### config.mk
export PLATFORM = sky130hd
export DESIGN_NAME = div32_seq
export DESIGN_NICKNAME = d
export VERILOG_FILES = /design/src/rtl/div_pkg.sv /design/src/rtl/addsub33.sv /design/src/rtl/div32_seq.sv
export SDC_FILE = /design/constraint.sdc
export NUM_CORES = 1
export LEC_CHECK = 0
export ABC_AREA = 1
export BUFFER_PORTS_ARGS = -buffer_cell sky130_fd_sc_hd__buf_2
export CORE_MARGIN = 3
export CORE_UTILIZATION = 50
export DETAILED_ROUTE_END_ITERATION = 7
export PLACE_DENSITY = 0.76
export SETUP_SLACK_MARGIN = 0.05
export SLEW_MARGIN = 0
export SYNTH_ARGS = -nofsm -noshare
export SYNTH_HDL_FRONTEND = slang
export SYNTH_HIERARCHICAL = 1
export SYNTH_SLANG_ARGS = --single-unit
export TNS_END_PERCENT = 5
### constraint.sdc
create_clock -name clk -period 5.7 [get_ports clk]
set_clock_uncertainty 0.15 [all_clocks]
set_input_delay 1.14 -clock clk [delete_from_list [all_inputs] [get_ports clk]]
set_output_delay 1.14 -clock clk [all_outputs]
set_load 0.05 [all_outputs]
### src/rtl/div_pkg.sv
// Shared types and constants for the sequential 32-bit divider.
package div_pkg;

    localparam int DIV_W = 32;
    localparam int DIV_ITER = 32;
    localparam logic [31:0] DZ_QUOT = 32'hFFFF_FFFF;

    typedef enum logic [1:0] {
        IDLE,
        RUN,
        FIX,
        DONE
    } state_t;

endpackage

### src/rtl/addsub33.sv
// 33-bit adder/subtractor: sub=1 computes x + ~y + 1, with carry out.
module addsub33 (
    input  logic [32:0] x,
    input  logic [32:0] y,
    input  logic        sub,
    output logic [32:0] sum,
    output logic        cout
);

    logic [32:0] y_eff;

    assign y_eff = sub ? ~y : y;
    assign {cout, sum} = {1'b0, x} + {1'b0, y_eff} + {33'd0, sub};

endmodule

### src/rtl/div32_seq.sv
// Iterative non-restoring 32-bit divider, one quotient bit per cycle.
// Optional signed mode is built when DIV_SIGNED_EN is defined.
import div_pkg::*;

module div32_seq #(
    parameter int W     = DIV_W,
    parameter int CNT_W = 6
) (
    input  logic         clk,
    input  logic         rst,
    input  logic         start,
    input  logic         sign,
    input  logic [W-1:0] a,
    input  logic [W-1:0] b,
    output logic [W-1:0] q,
    output logic [W-1:0] r,
    output logic         busy,
    output logic         done,
    output logic         dz
);

    state_t state, state_nx;

    logic [CNT_W-1:0] cnt;
    logic [W:0]       pr;
    logic [W-1:0]     qr;
    logic [W-1:0]     dv;
    logic             zdiv;
    logic [W-1:0]     a_mag;
    logic [W-1:0]     b_mag;
    logic             neg_q_in;
    logic             neg_r_in;
    logic             neg_q;
    logic             neg_r;

    logic [W:0]   as_x;
    logic [W:0]   as_y;
    logic         as_sub;
    logic [W:0]   as_sum;
    logic         unused_cout;
    logic [W-1:0] r_fix;

    assign zdiv = (b == '0);

`ifdef DIV_SIGNED_EN
    // zero divisor keeps the raw dividend so r reports a unchanged
    assign a_mag = (sign & a[W-1] & ~zdiv) ? (~a + 1'b1) : a;
    assign b_mag = (sign & b[W-1]) ? (~b + 1'b1) : b;
    assign neg_q_in = sign & (a[W-1] ^ b[W-1]) & ~zdiv;
    assign neg_r_in = sign & a[W-1] & ~zdiv;
`else
    logic unused_sign;
    assign unused_sign = sign;
    assign a_mag = a;
    assign b_mag = b;
    assign neg_q_in = 1'b0;
    assign neg_r_in = 1'b0;
`endif

    assign as_x   = (state == FIX) ? pr : {pr[W-1:0], qr[W-1]};
    assign as_y   = {1'b0, dv};
    assign as_sub = (state == RUN) & ~pr[W];

    addsub33 u_addsub (
        .x    (as_x),
        .y    (as_y),
        .sub  (as_sub),
        .sum  (as_sum),
        .cout (unused_cout)
    );

    assign r_fix = pr[W] ? as_sum[W-1:0] : pr[W-1:0];

    always_ff @(posedge clk or posedge rst) begin
        if (rst) state <= IDLE;
        else     state <= state_nx;
    end

    // zero divisor spends its single busy cycle in FIX so done lands in cycle 2
    always_comb begin
        state_nx = state;
        case (state)
            IDLE: if (start) state_nx = zdiv ? FIX : RUN;
            RUN:  if (cnt == CNT_W'(W - 1)) state_nx = FIX;
            FIX:  state_nx = DONE;
            DONE: state_nx = IDLE;
            default: state_nx = IDLE;
        endcase
    end

    always_comb begin
        busy = (state == RUN) | (state == FIX);
        done = (state == DONE);
    end

    always_ff @(posedge clk or posedge rst) begin
        if (rst) begin
            cnt   <= '0;
            pr    <= '0;
            qr    <= '0;
            dv    <= '0;
            q     <= '0;
            r     <= '0;
            dz    <= 1'b0;
            neg_q <= 1'b0;
            neg_r <= 1'b0;
        end else begin
            case (state)
                IDLE: begin
                    if (start) begin
                        cnt   <= '0;
                        pr    <= '0;
                        qr    <= a_mag;
                        dv    <= b_mag;
                        dz    <= zdiv;
                        neg_q <= neg_q_in;
                        neg_r <= neg_r_in;
                    end
                end
                RUN: begin
                    pr  <= as_sum;
                    qr  <= {qr[W-2:0], ~as_sum[W]};
                    cnt <= cnt + 1'b1;
                end
                FIX: begin
                    if (dz) begin
                        q <= DZ_QUOT;
                        r <= qr;
                    end else begin
                        q <= neg_q ? (~qr + 1'b1) : qr;
                        r <= neg_r ? (~r_fix + 1'b1) : r_fix;
                    end
                end
                default: ;
            endcase
        end
    end

endmodule

# After elaboration in Yosys (flattened, before gate mapping)

Cells that the tools add are included.
W data, S select, Z words.

Bits in read-only memories: 0
Bits in registers: 170
Memories: 0
Word-level logic and storage cells: 43
RAM bits: 0
Output and inout port bits: 67
Input bits: 68
Bits in latches: 0

Shifts and indexed selects: 0
Mux-type cells: 15
Reduce and logical (&&, ||, !) cells: 6
$add $sub $neg: 3
Div/mod/pow operators: 0
$lt $le $gt $ge: 0
Eq/ne operators: 6
Bitwise operators: 5
Multiply operators: 0

Operator list:

| operator              | count |
|---|---|
| $mux W32              | 4 |
| $mux W33              | 3 |
| $pmux W33 S2          | 1 |
| $pmux W32 S2          | 1 |
| $add A33 B1 Y33       | 1 |
| $add A33 B33 Y33      | 1 |
| $not A32 Y33          | 1 |
| $logic_not A32 Y1     | 1 |
| $pmux W6 S2           | 1 |
| $pmux W2 S4           | 1 |
| $add A6 B1 Y6 const B | 1 |
| $eq A6 B5 Y1 const B  | 1 |
| $mux W2               | 3 |
| $mux W6               | 1 |
| $reduce_and A2 Y1     | 3 |
| $eq A2 B2 Y1 const B  | 2 |
| $ne A2 B2 Y1 const B  | 2 |
| $eq A2 B1 Y1 const B  | 1 |
| $logic_not A2 Y1      | 1 |
| $not A1 Y1            | 2 |
| $reduce_bool A2 Y1    | 1 |
| $and A1 B1 Y1         | 1 |
| $or A1 B1 Y1          | 1 |

# Logic depth before layout (Yosys ltp)

Gate-level depths: netlist of run 1.

Depth after elaboration: 7
Gate-level depth with buffers: 24
Gate-level depth less buffers: 22

# By module

Netlist of run 1, hierarchy kept.

Modules (own cells, without submodules):

| module    | cells each | area an instance (um^2) | times used | seq. area each (um^2) |
|---|---|---|---|---|
| div32_seq | 933        | 7716.2                  | 1          | 4254.1 |
| addsub33  | 498        | 2630.0                  | 1          | 0.0 |

# Least setup slack after synthesis of run 1

OpenSTA, ideal clock, no wires.

Path type: flip-flop to flip-flop
Start: register state[0]
End: register qr[0]
Data required time: 5420 ps
Path buffers: 3
Stages on the path, launching flop included: 23
Arrival: 2903 ps
Library setup time: 130 ps
Setup slack: 2516 ps
Clock period less this slack: 3184 ps
Cells stage by stage: dfrtp_1 inv_1 ha_1 buf_2 buf_2 clkbuf_1 o21ai_0 inv_1 nand2_1 and2_1 fa_1 nand3_1 nand2_1 nand3_1 nand2_1 nand2_1 nand2_2 nand2_1 nand3_1 nand2_1 nand2_1 o211ai_1 o21ai_0

Elaborated cells on any way between the ends: 13
Classes of those cells: add/sub (2); eq/ne (3); mux (3); bitwise (2); reduce/logical (3)

RTL lines:

| item                     | line             | source |
|---|---|---|
| start: declaration       | div32_seq.sv:22  | `state_t state, state_nx;` |
| start signal: assignment | div32_seq.sv:76  | `else state <= state_nx;` |
| $eq A2 B2 Y1             | div32_seq.sv:60  | `assign as_x = (state == FIX) ? pr : {pr[W-1:0], qr[W-1]};` |
| $mux W33                 | div32_seq.sv:60  |  |
| named net as_x[0]        | div32_seq.sv:36  | `logic [W:0] as_x;` |
| $add A33 B33 Y33         | addsub33.sv:13   | `assign {cout, sum} = {1'b0, x} + {1'b0, y_eff} + {33'd0, sub};` |
| $add A33 B1 Y33          | addsub33.sv:13   |  |
| named net as_sum[32]     | div32_seq.sv:39  | `logic [W:0] as_sum;` |
| $not A1 Y1               | div32_seq.sv:122 | `qr <= {qr[W-2:0], ~as_sum[W]};` |
| $pmux W32 S2             | div32_seq.sv:108 | `case (state)` |
| end signal: assignment   | div32_seq.sv:113 | `qr <= a_mag;` |
| end signal: assignment   | div32_seq.sv:122 |  |
| end: declaration         | div32_seq.sv:26  | `logic [W-1:0] qr;` |

The timed path passes the listed nets, and every way through them passes these cells.
A chain may end at the register's enable or synchronous reset.

# Worst setup path after layout of run 1

Start: register state[1]
End: register qr[0]

Word-level cells in the longest chain between the ends: 7
Elaborated cells on any way between the ends: 13
Classes of those cells: add/sub (2); eq/ne (3); mux (3); bitwise (2); reduce/logical (3)

Ends and longest elaborated chain:

| item                 | line             | source |
|---|---|---|
| $eq A2 B1 Y1 (*)     | div32_seq.sv:62  | `assign as_sub = (state == RUN) & ~pr[W];` |
| $and A1 B1 Y1 (*)    | div32_seq.sv:62  |  |
| named net as_sub     | div32_seq.sv:38  | `logic as_sub;` |
| $mux W33             | addsub33.sv:12   | `assign y_eff = sub ? ~y : y;` |
| $add A33 B33 Y33     | addsub33.sv:13   |  |
| $add A33 B1 Y33 (*)  | addsub33.sv:13   |  |
| named net as_sum[32] | div32_seq.sv:39  |  |
| $not A1 Y1 (*)       | div32_seq.sv:122 |  |
| $pmux W32 S2 (*)     | div32_seq.sv:108 |  |

The timed path passes the listed nets; every way through them passes the cells marked *.

==> reports/qor.json, run 1 <==
{
  "status": {
    "result_of_the_run": "finished, final reports clean"
  },
  "sta": {
    "post-route-min-period_ns": 3.97,
    "grt_setup_unrepaired": "no",
    "final_hold_viol_count": 0,
    "fin_setup_tns_ns": 0,
    "count_of_pins_over_their_slew_limit": 0,
    "fin_crit_sh": 0.696,
    "max_slew.worst_pin.slew_ns": 1.26,
    "fmaxAchievable_ghz": 0.252,
    "final_setup_violation_count": 0,
    "worst_slew_margin_rel": 0.156
  },
  "clock_tree": {
    "clk_pin_slew_ns": 0.07,
    "clockBufferDepth": 2,
    "cts-root-buf": "clkbuf_16",
    "ctsHoldBuffers": 0,
    "cts_repair_resize_count": 0,
    "cts_buffers": 17,
    "clock_sinks": 170,
    "cts_post_setup_buffers_inserted": 0,
    "h-tree-depth": 4,
    "latest_clock_arrival_within_the_worst_skew_pair_ns": 0.43,
    "tritoncts": "built"
  },
  "global_routing": {
    "top_usage_layer": "met2",
    "antenna_found_initial": 0,
    "grt_pass1_vias": 8607,
    "grt_pass1_wl_microns": 43000,
    "grt_max_degree": 171,
    "use_met3": 0.0403,
    "met2_usage": 0.363,
    "grt.total_usage": 0.238,
    "grt_util_met1": 0.360,
    "globalRouteOverflowTotal": 0
  },
  "die": {
    "area_of_the_core_region_sq_um": 19800,
    "die-height_microns": 150,
    "placement_rows": 51,
    "boundaryPins": 135,
    "die_width_microns": 150,
    "dieArea_sq_um": 22400,
    "initial_utilization": 0.519
  },
  "critical_path": {
    "setup.worst_path.end_class": "flip-flop",
    "critPathMaxFanout": 33,
    "setup.worst_path.start_class": "flip-flop",
    "worst-setup-path-type": "flip-flop to flip-flop",
    "worst_ep_arrival_time_ns": 4.08,
    "worst-endpoint-required_ns": 5.82
  },
  "job": {
    "max-cap-violations": 0
  },
  "drt": {
    "postRouteAntennaNets": 0,
    "drc_errors": 0,
    "detail_route.iter0.violations": 821,
    "routed_wire_length_per_instance_microns": 14.6,
    "drt_pre_antenna_iters": 5,
    "viasPerCell": 5.20,
    "totalWireLength_microns": 26100,
    "route.vias.total": 9309
  },
  "yosys": {
    "syn_area_sq_um": 10300,
    "synthesis.area_per_instance_sq_um": 7.26,
    "yosys_warnings": 6,
    "syn-instance-count": 1419,
    "synth_fp_nets": 1525
  },
  "place": {
    "portBuffers": 133,
    "hpwlAfterDp_microns": 19200,
    "place.gp.congestion": 0.936
  },
  "min_path": {
    "hold_class": "flip-flop to flip-flop"
  },
  "finish": {
    "design.final.nets": 1619,
    "seq_area_sq_um": 4250,
    "multiInputGateArea_sq_um": 5170,
    "drive_gt1_frac": 0.136,
    "postLayoutCoreUtil": 0.590,
    "diodes": 0,
    "syn2layout_area_growth_pct": 13.8,
    "fillers": 1869
  }
}
==> layout by cell type (no fill, tap or decap), types with 2 or more instances in the layout <==
master and instances:
inv_2 4, inv_1 153, bufinv_16 2, nand2_2 10
nor2_4 2, o21bai_1 4, inv_6 2, o211ai_1 34
a31oi_1 32, clkbuf_16 17, a21oi_1 69, ha_1 35
inv_8 5, nor3_1 4, xor2_1 49, nand4_1 3
nand2_1 455, nand3_2 4, o21ai_0 148, buf_2 133
buf_4 7, clkinvlp_4 4, dfrtp_1 170, and2_1 3
a21oi_2 2, nor2_2 5, nor2_1 94, nand3_1 59
==> path summary, 6_finish.rpt <==
check / from / endpoint / slack [ns] / depth (start not counted)
max in group asynchronous: rst / qr[24]$_DFFE_PP0P_ / 3.92 / 3
worst max-delay path: state[1]$_DFFE_PP0P_ / qr[0]$_DFFE_PP0P_ / 1.73 / 18
worst min-delay path: dv[14]$_DFFE_PP0P_ / dv[14]$_DFFE_PP0P_ / 0.35 / 2
worst min register to register: dv[14]$_DFFE_PP0P_ / dv[14]$_DFFE_PP0P_ / 0.35 / 2
min in group asynchronous: rst / q[5]$_DFFE_PP0P_ / 0.79 / 3
worst max register to register: state[1]$_DFFE_PP0P_ / qr[0]$_DFFE_PP0P_ / 1.73 / 18
==> registers in the layout (all words and copies together) (netlist names) <==
name and flops:
r 32, cnt 6, q 32, dv 32, pr 33, qr 32
state 2, dz 1
==> routing by layer <==
layer	vias to the layer above	wire length, microns	part of all wire
met3	20	1530	0.059
met2	267	11400	0.44
met4	0	282	0.011
met5	-	0	0
met1	4280	12900	0.49
li1	4742	-	-
==> worst max-delay path: stages (launching register included) <==
cell	delay [ns]
dfrtp_1	0.46
inv_1	0.13
ha_2	0.19
inv_2	0.07
nor2_4	0.83
xor2_1	0.26
fa_1	0.48
nand3_1	0.10
nand2_1	0.10
nand3_1	0.09
nand2_1	0.11
nand2_1	0.10
nand2_2	0.08
nand2_1	0.09
nand3_1	0.07
nand2_1	0.08
nand2_1	0.11
o211ai_1	0.16
o21ai_0	0.11
==> stage by stage <==
step	area, sq um	instances	worst slack [ns]	hold slack (ns)
2_1_floorplan	10300	1419	2.24	0.318
5_1_grt	11700	1791	1.37	0.373
3_5_place_dp	11100	1759	1.72	0.339
3_3_place_gp	11100	1759	1.84	0.332
4_1_cts	11700	1791	1.71	0.357
6_report	11700	1791	1.73	0.351
==> area by class of cell <==
type / count / share of cell area
clock buffer: 18 / 0.0375
clock inverter: 14 / 0.0155
inverter: 159 / 0.0513
multi-input combinational: 1024 / 0.441
sequential: 170 / 0.363
tap: 265 / 0.0283
timing repair buffer: 141 / 0.0630
Power of run 1 is not shown: default switching activity piles up to over one toggle a cycle in this logic, so the estimate is an artifact.
==> run 2, diff against run 1 <==
Clock period 5.7 ns to 3.29 ns, I/O delays scaled along.
==> reports/qor.json, run 2 (synthesis results as in run 1) <==
{
  "global_routing": {
    "grt_pass1_wl": {"value": 43300, "unit": "microns", "change": "+0.53%"},
    "grt_pass1_vias": {"value": 8857, "change": "+2.9%"},
    "grt_max_degree": {"value": 72, "change": "-58%"},
    "globalRouteOverflowTotal": {"value": 0, "change": "unchanged"},
    "grt.total_usage": {"value": 0.239, "change": "+0.000539"},
    "antenna_found_initial": {"value": 0, "change": "unchanged"}
  },
  "drt": {
    "routed_wire_length_per_instance": {"value": 15.2, "unit": "microns", "change": "+4.3%"},
    "drt_pre_antenna_iters": {"value": 5, "change": "unchanged"},
    "route.vias.total": {"value": 9695, "change": "+4.1%"},
    "postRouteAntennaNets": {"value": 0, "change": "unchanged"},
    "totalWireLength": {"value": 27800, "unit": "microns", "change": "+6.6%"},
    "detail_route.iter0.violations": {"value": 792, "change": "-3.5%"},
    "drc_errors": {"value": 0, "change": "unchanged"},
    "viasPerCell": {"value": 5.30, "change": "+1.9%"}
  },
  "critical_path": {
    "reg2regPathDepth": {"value": 19, "change": "+1"},
    "regToRegSetupSlack": {"value": 0.09, "unit": "ns", "change": "-1.64 ns"},
    "timing.critical_path.slowest_cell_delay": {"value": 0.41, "unit": "ns", "change": "-0.42 ns"},
    "critical_path.most_common_cell": "nand2_1",
    "path_depth": {"value": 19, "change": "+1"},
    "worst-setup-path-type": "flip-flop to flip-flop",
    "critical_path.slowest_cell": "dfrtp_1",
    "setup.worst_path.end_class": "flip-flop",
    "worst_ep_arrival_time": {"value": 3.40, "unit": "ns", "change": "-0.68 ns"},
    "crit_buf_inv": {"value": 4, "change": "+2"},
    "worst-endpoint-required": {"value": 3.49, "unit": "ns", "change": "-2.33 ns"},
    "setup.worst_path.start_class": "flip-flop",
    "critPathMaxFanout": {"value": 7, "change": "-79%"},
    "critical_path.top_delay_family": "simple AND/OR/NAND/NOR gates",
    "path_cells": "inv_2 -> ha_2 -> inv_4 -> nor2_4 -> buf_12 -> clkbuf_16 -> xor2_2 -> ha_1 -> a21oi_2 -> nand2_2 -> nand2_1 -> nand2_1 -> nand2_1 -> nand3_2 -> nand2_1 -> nand3_1 -> nand2_1 -> nand2_1 -> a31oi_1"
  },
  "die": {
    "boundaryPins": {"value": 135, "change": "unchanged"},
    "die-height": {"value": 150, "unit": "microns", "change": "unchanged"},
    "placement_rows": {"value": 51, "change": "unchanged"},
    "area_of_the_core_region": {"value": 19800, "unit": "sq um", "change": "unchanged"},
    "die_width": {"value": 150, "unit": "microns", "change": "unchanged"},
    "dieArea": {"value": 22400, "unit": "sq um", "change": "unchanged"},
    "initial_utilization": {"value": 0.519, "change": "unchanged"}
  },
  "job": {
    "max-cap-violations": {"value": 0, "change": "unchanged"}
  },
  "place": {
    "hpwlAfterDp": {"value": 20000, "unit": "microns", "change": "+3.9%"},
    "place_worst_setup_slack": {"value": 0.0646, "unit": "ns", "change": "-1.65 ns"},
    "portBuffers": {"value": 133, "change": "unchanged"},
    "place.gp.congestion": {"value": 0.932, "change": "-0.42%"}
  },
  "status": {
    "result_of_the_run": "finished, final reports clean"
  },
  "clock_tree": {
    "latest_clock_arrival_within_the_worst_skew_pair": {"value": 0.43, "unit": "ns", "change": "about the same"},
    "cts-root-buf": "clkbuf_16",
    "cts_buffers": {"value": 17, "change": "unchanged"},
    "clock_sinks": {"value": 170, "change": "unchanged"},
    "clk_pin_slew": {"value": 0.07, "unit": "ns", "change": "about the same"},
    "tritoncts": "built",
    "ctsHoldBuffers": {"value": 0, "change": "unchanged"},
    "clockBufferDepth": {"value": 2, "change": "unchanged"},
    "h-tree-depth": {"value": 4, "change": "unchanged"}
  },
  "finish": {
    "most_common_library_cell_in_the_layout_ignoring_fill_and_taps": "nand2_1",
    "drive_gt1_frac": {"value": 0.207, "change": "+0.0714"},
    "largest_register_ff_count": {"value": 33, "change": "unchanged"},
    "diodes": {"value": 0, "change": "unchanged"},
    "postLayoutCoreUtil": {"value": 0.634, "change": "+0.0435"},
    "layout.cells.most_common_list": "438 x nand2_1, 170 x dfrtp_1, 152 x inv_1, 139 x o21ai_0, 133 x buf_2",
    "design.final.nets": {"value": 1658, "change": "+2.4%"},
    "syn2layout_area_growth_pct": 22.2,
    "largest-register": "pr"
  },
  "sta": {
    "count_of_pins_over_their_slew_limit": {"value": 0, "change": "unchanged"},
    "fmaxAchievable": {"value": 0.313, "unit": "GHz", "change": "+24%"},
    "post-route-min-period": {"value": 3.20, "unit": "ns", "change": "-0.767 ns"},
    "fin_crit_sh": {"value": 0.972, "change": "+0.276"},
    "layout_setup_ws": {"value": 0.0916, "unit": "ns", "change": "-1.64 ns"},
    "final_setup_violation_count": {"value": 0, "change": "unchanged"},
    "grt_setup_unrepaired": "yes",
    "final_hold_viol_count": {"value": 0, "change": "unchanged"},
    "max_slew.worst_pin.slew": {"value": 0.880, "unit": "ns", "change": "-0.380 ns"},
    "worst_slew_margin_rel": {"value": 0.412, "change": "+0.256"}
  },
  "min_path": {
    "hold_class": "input pin to asynchronous set/reset pin"
  }
}
## run 2: cell count changes in the layout (fill, tap and decap cells not counted), sizes merged
cell      delta
buf         +37
clkinvlp     +1
bufinv       -2
clkbuf       +2
clkinv       +1
## run 2: layer usage
| metal | global-route usage | part of all wire | vias to the layer above |
|---|---|---|---|
| met1 | 0.355 | 0.47 | 4494 |
| met3 | 0.0454 | 0.062 | 45 |
| met2 | 0.359 | 0.45 | 339 |
| met5 | 0 | 0 | - |
| li1 | - | - | 4817 |
| met4 | 0.0659 | 0.021 | 0 |
## run 2: final cells by class
class	count	area [sq um]
inverter	159	603
clock inverter	14	134
multi-input combinational	1024	5660
fill	1738	7270
tap	265	332
sequential	170	4250
clock buffer	18	429
timing repair buffer	180	1160
## run 2: worst paths after layout
| kind | end | from |
|---|---|---|
| setup / recovery | r[18]$_DFFE_PP0P_ | state[1]$_DFFE_PP0P_ |
| hold / removal | q[5]$_DFFE_PP0P_ | rst |
| setup reg to reg | r[18]$_DFFE_PP0P_ | state[1]$_DFFE_PP0P_ |
| hold reg to reg | dv[13]$_DFFE_PP0P_ | dv[13]$_DFFE_PP0P_ |
| max in group asynchronous | dv[30]$_DFFE_PP0P_ | rst |
| min in group clk | dv[2]$_DFFE_PP0P_ | b[2] |
## run 2: stage by stage
step           cells  setup TNS (ns)  area, sq um  hold WS (ns)
3_3_place_gp    1783               0        11300         0.333
2_1_floorplan   1419               0        10300         0.318
5_1_grt         1830          -0.514        12600         0.181
6_report        1830               0        12600         0.153
3_5_place_dp    1783               0        11300         0.335
4_1_cts         1815               0        11900         0.167
## run 2: what timing repair did
| item | CTS | global route |
|---|---|---|
| resized for setup | 1 | 103 |
| buffers inserted | 0 | 13 |
| pin swaps | 0 | 34 |
| endpoints found under the setup margin | 1 | 44 |
| gates cloned | 0 | 2 |
| hold endpoints to repair | 0 | 0 |
Power of run 2 is left out for the same reason.
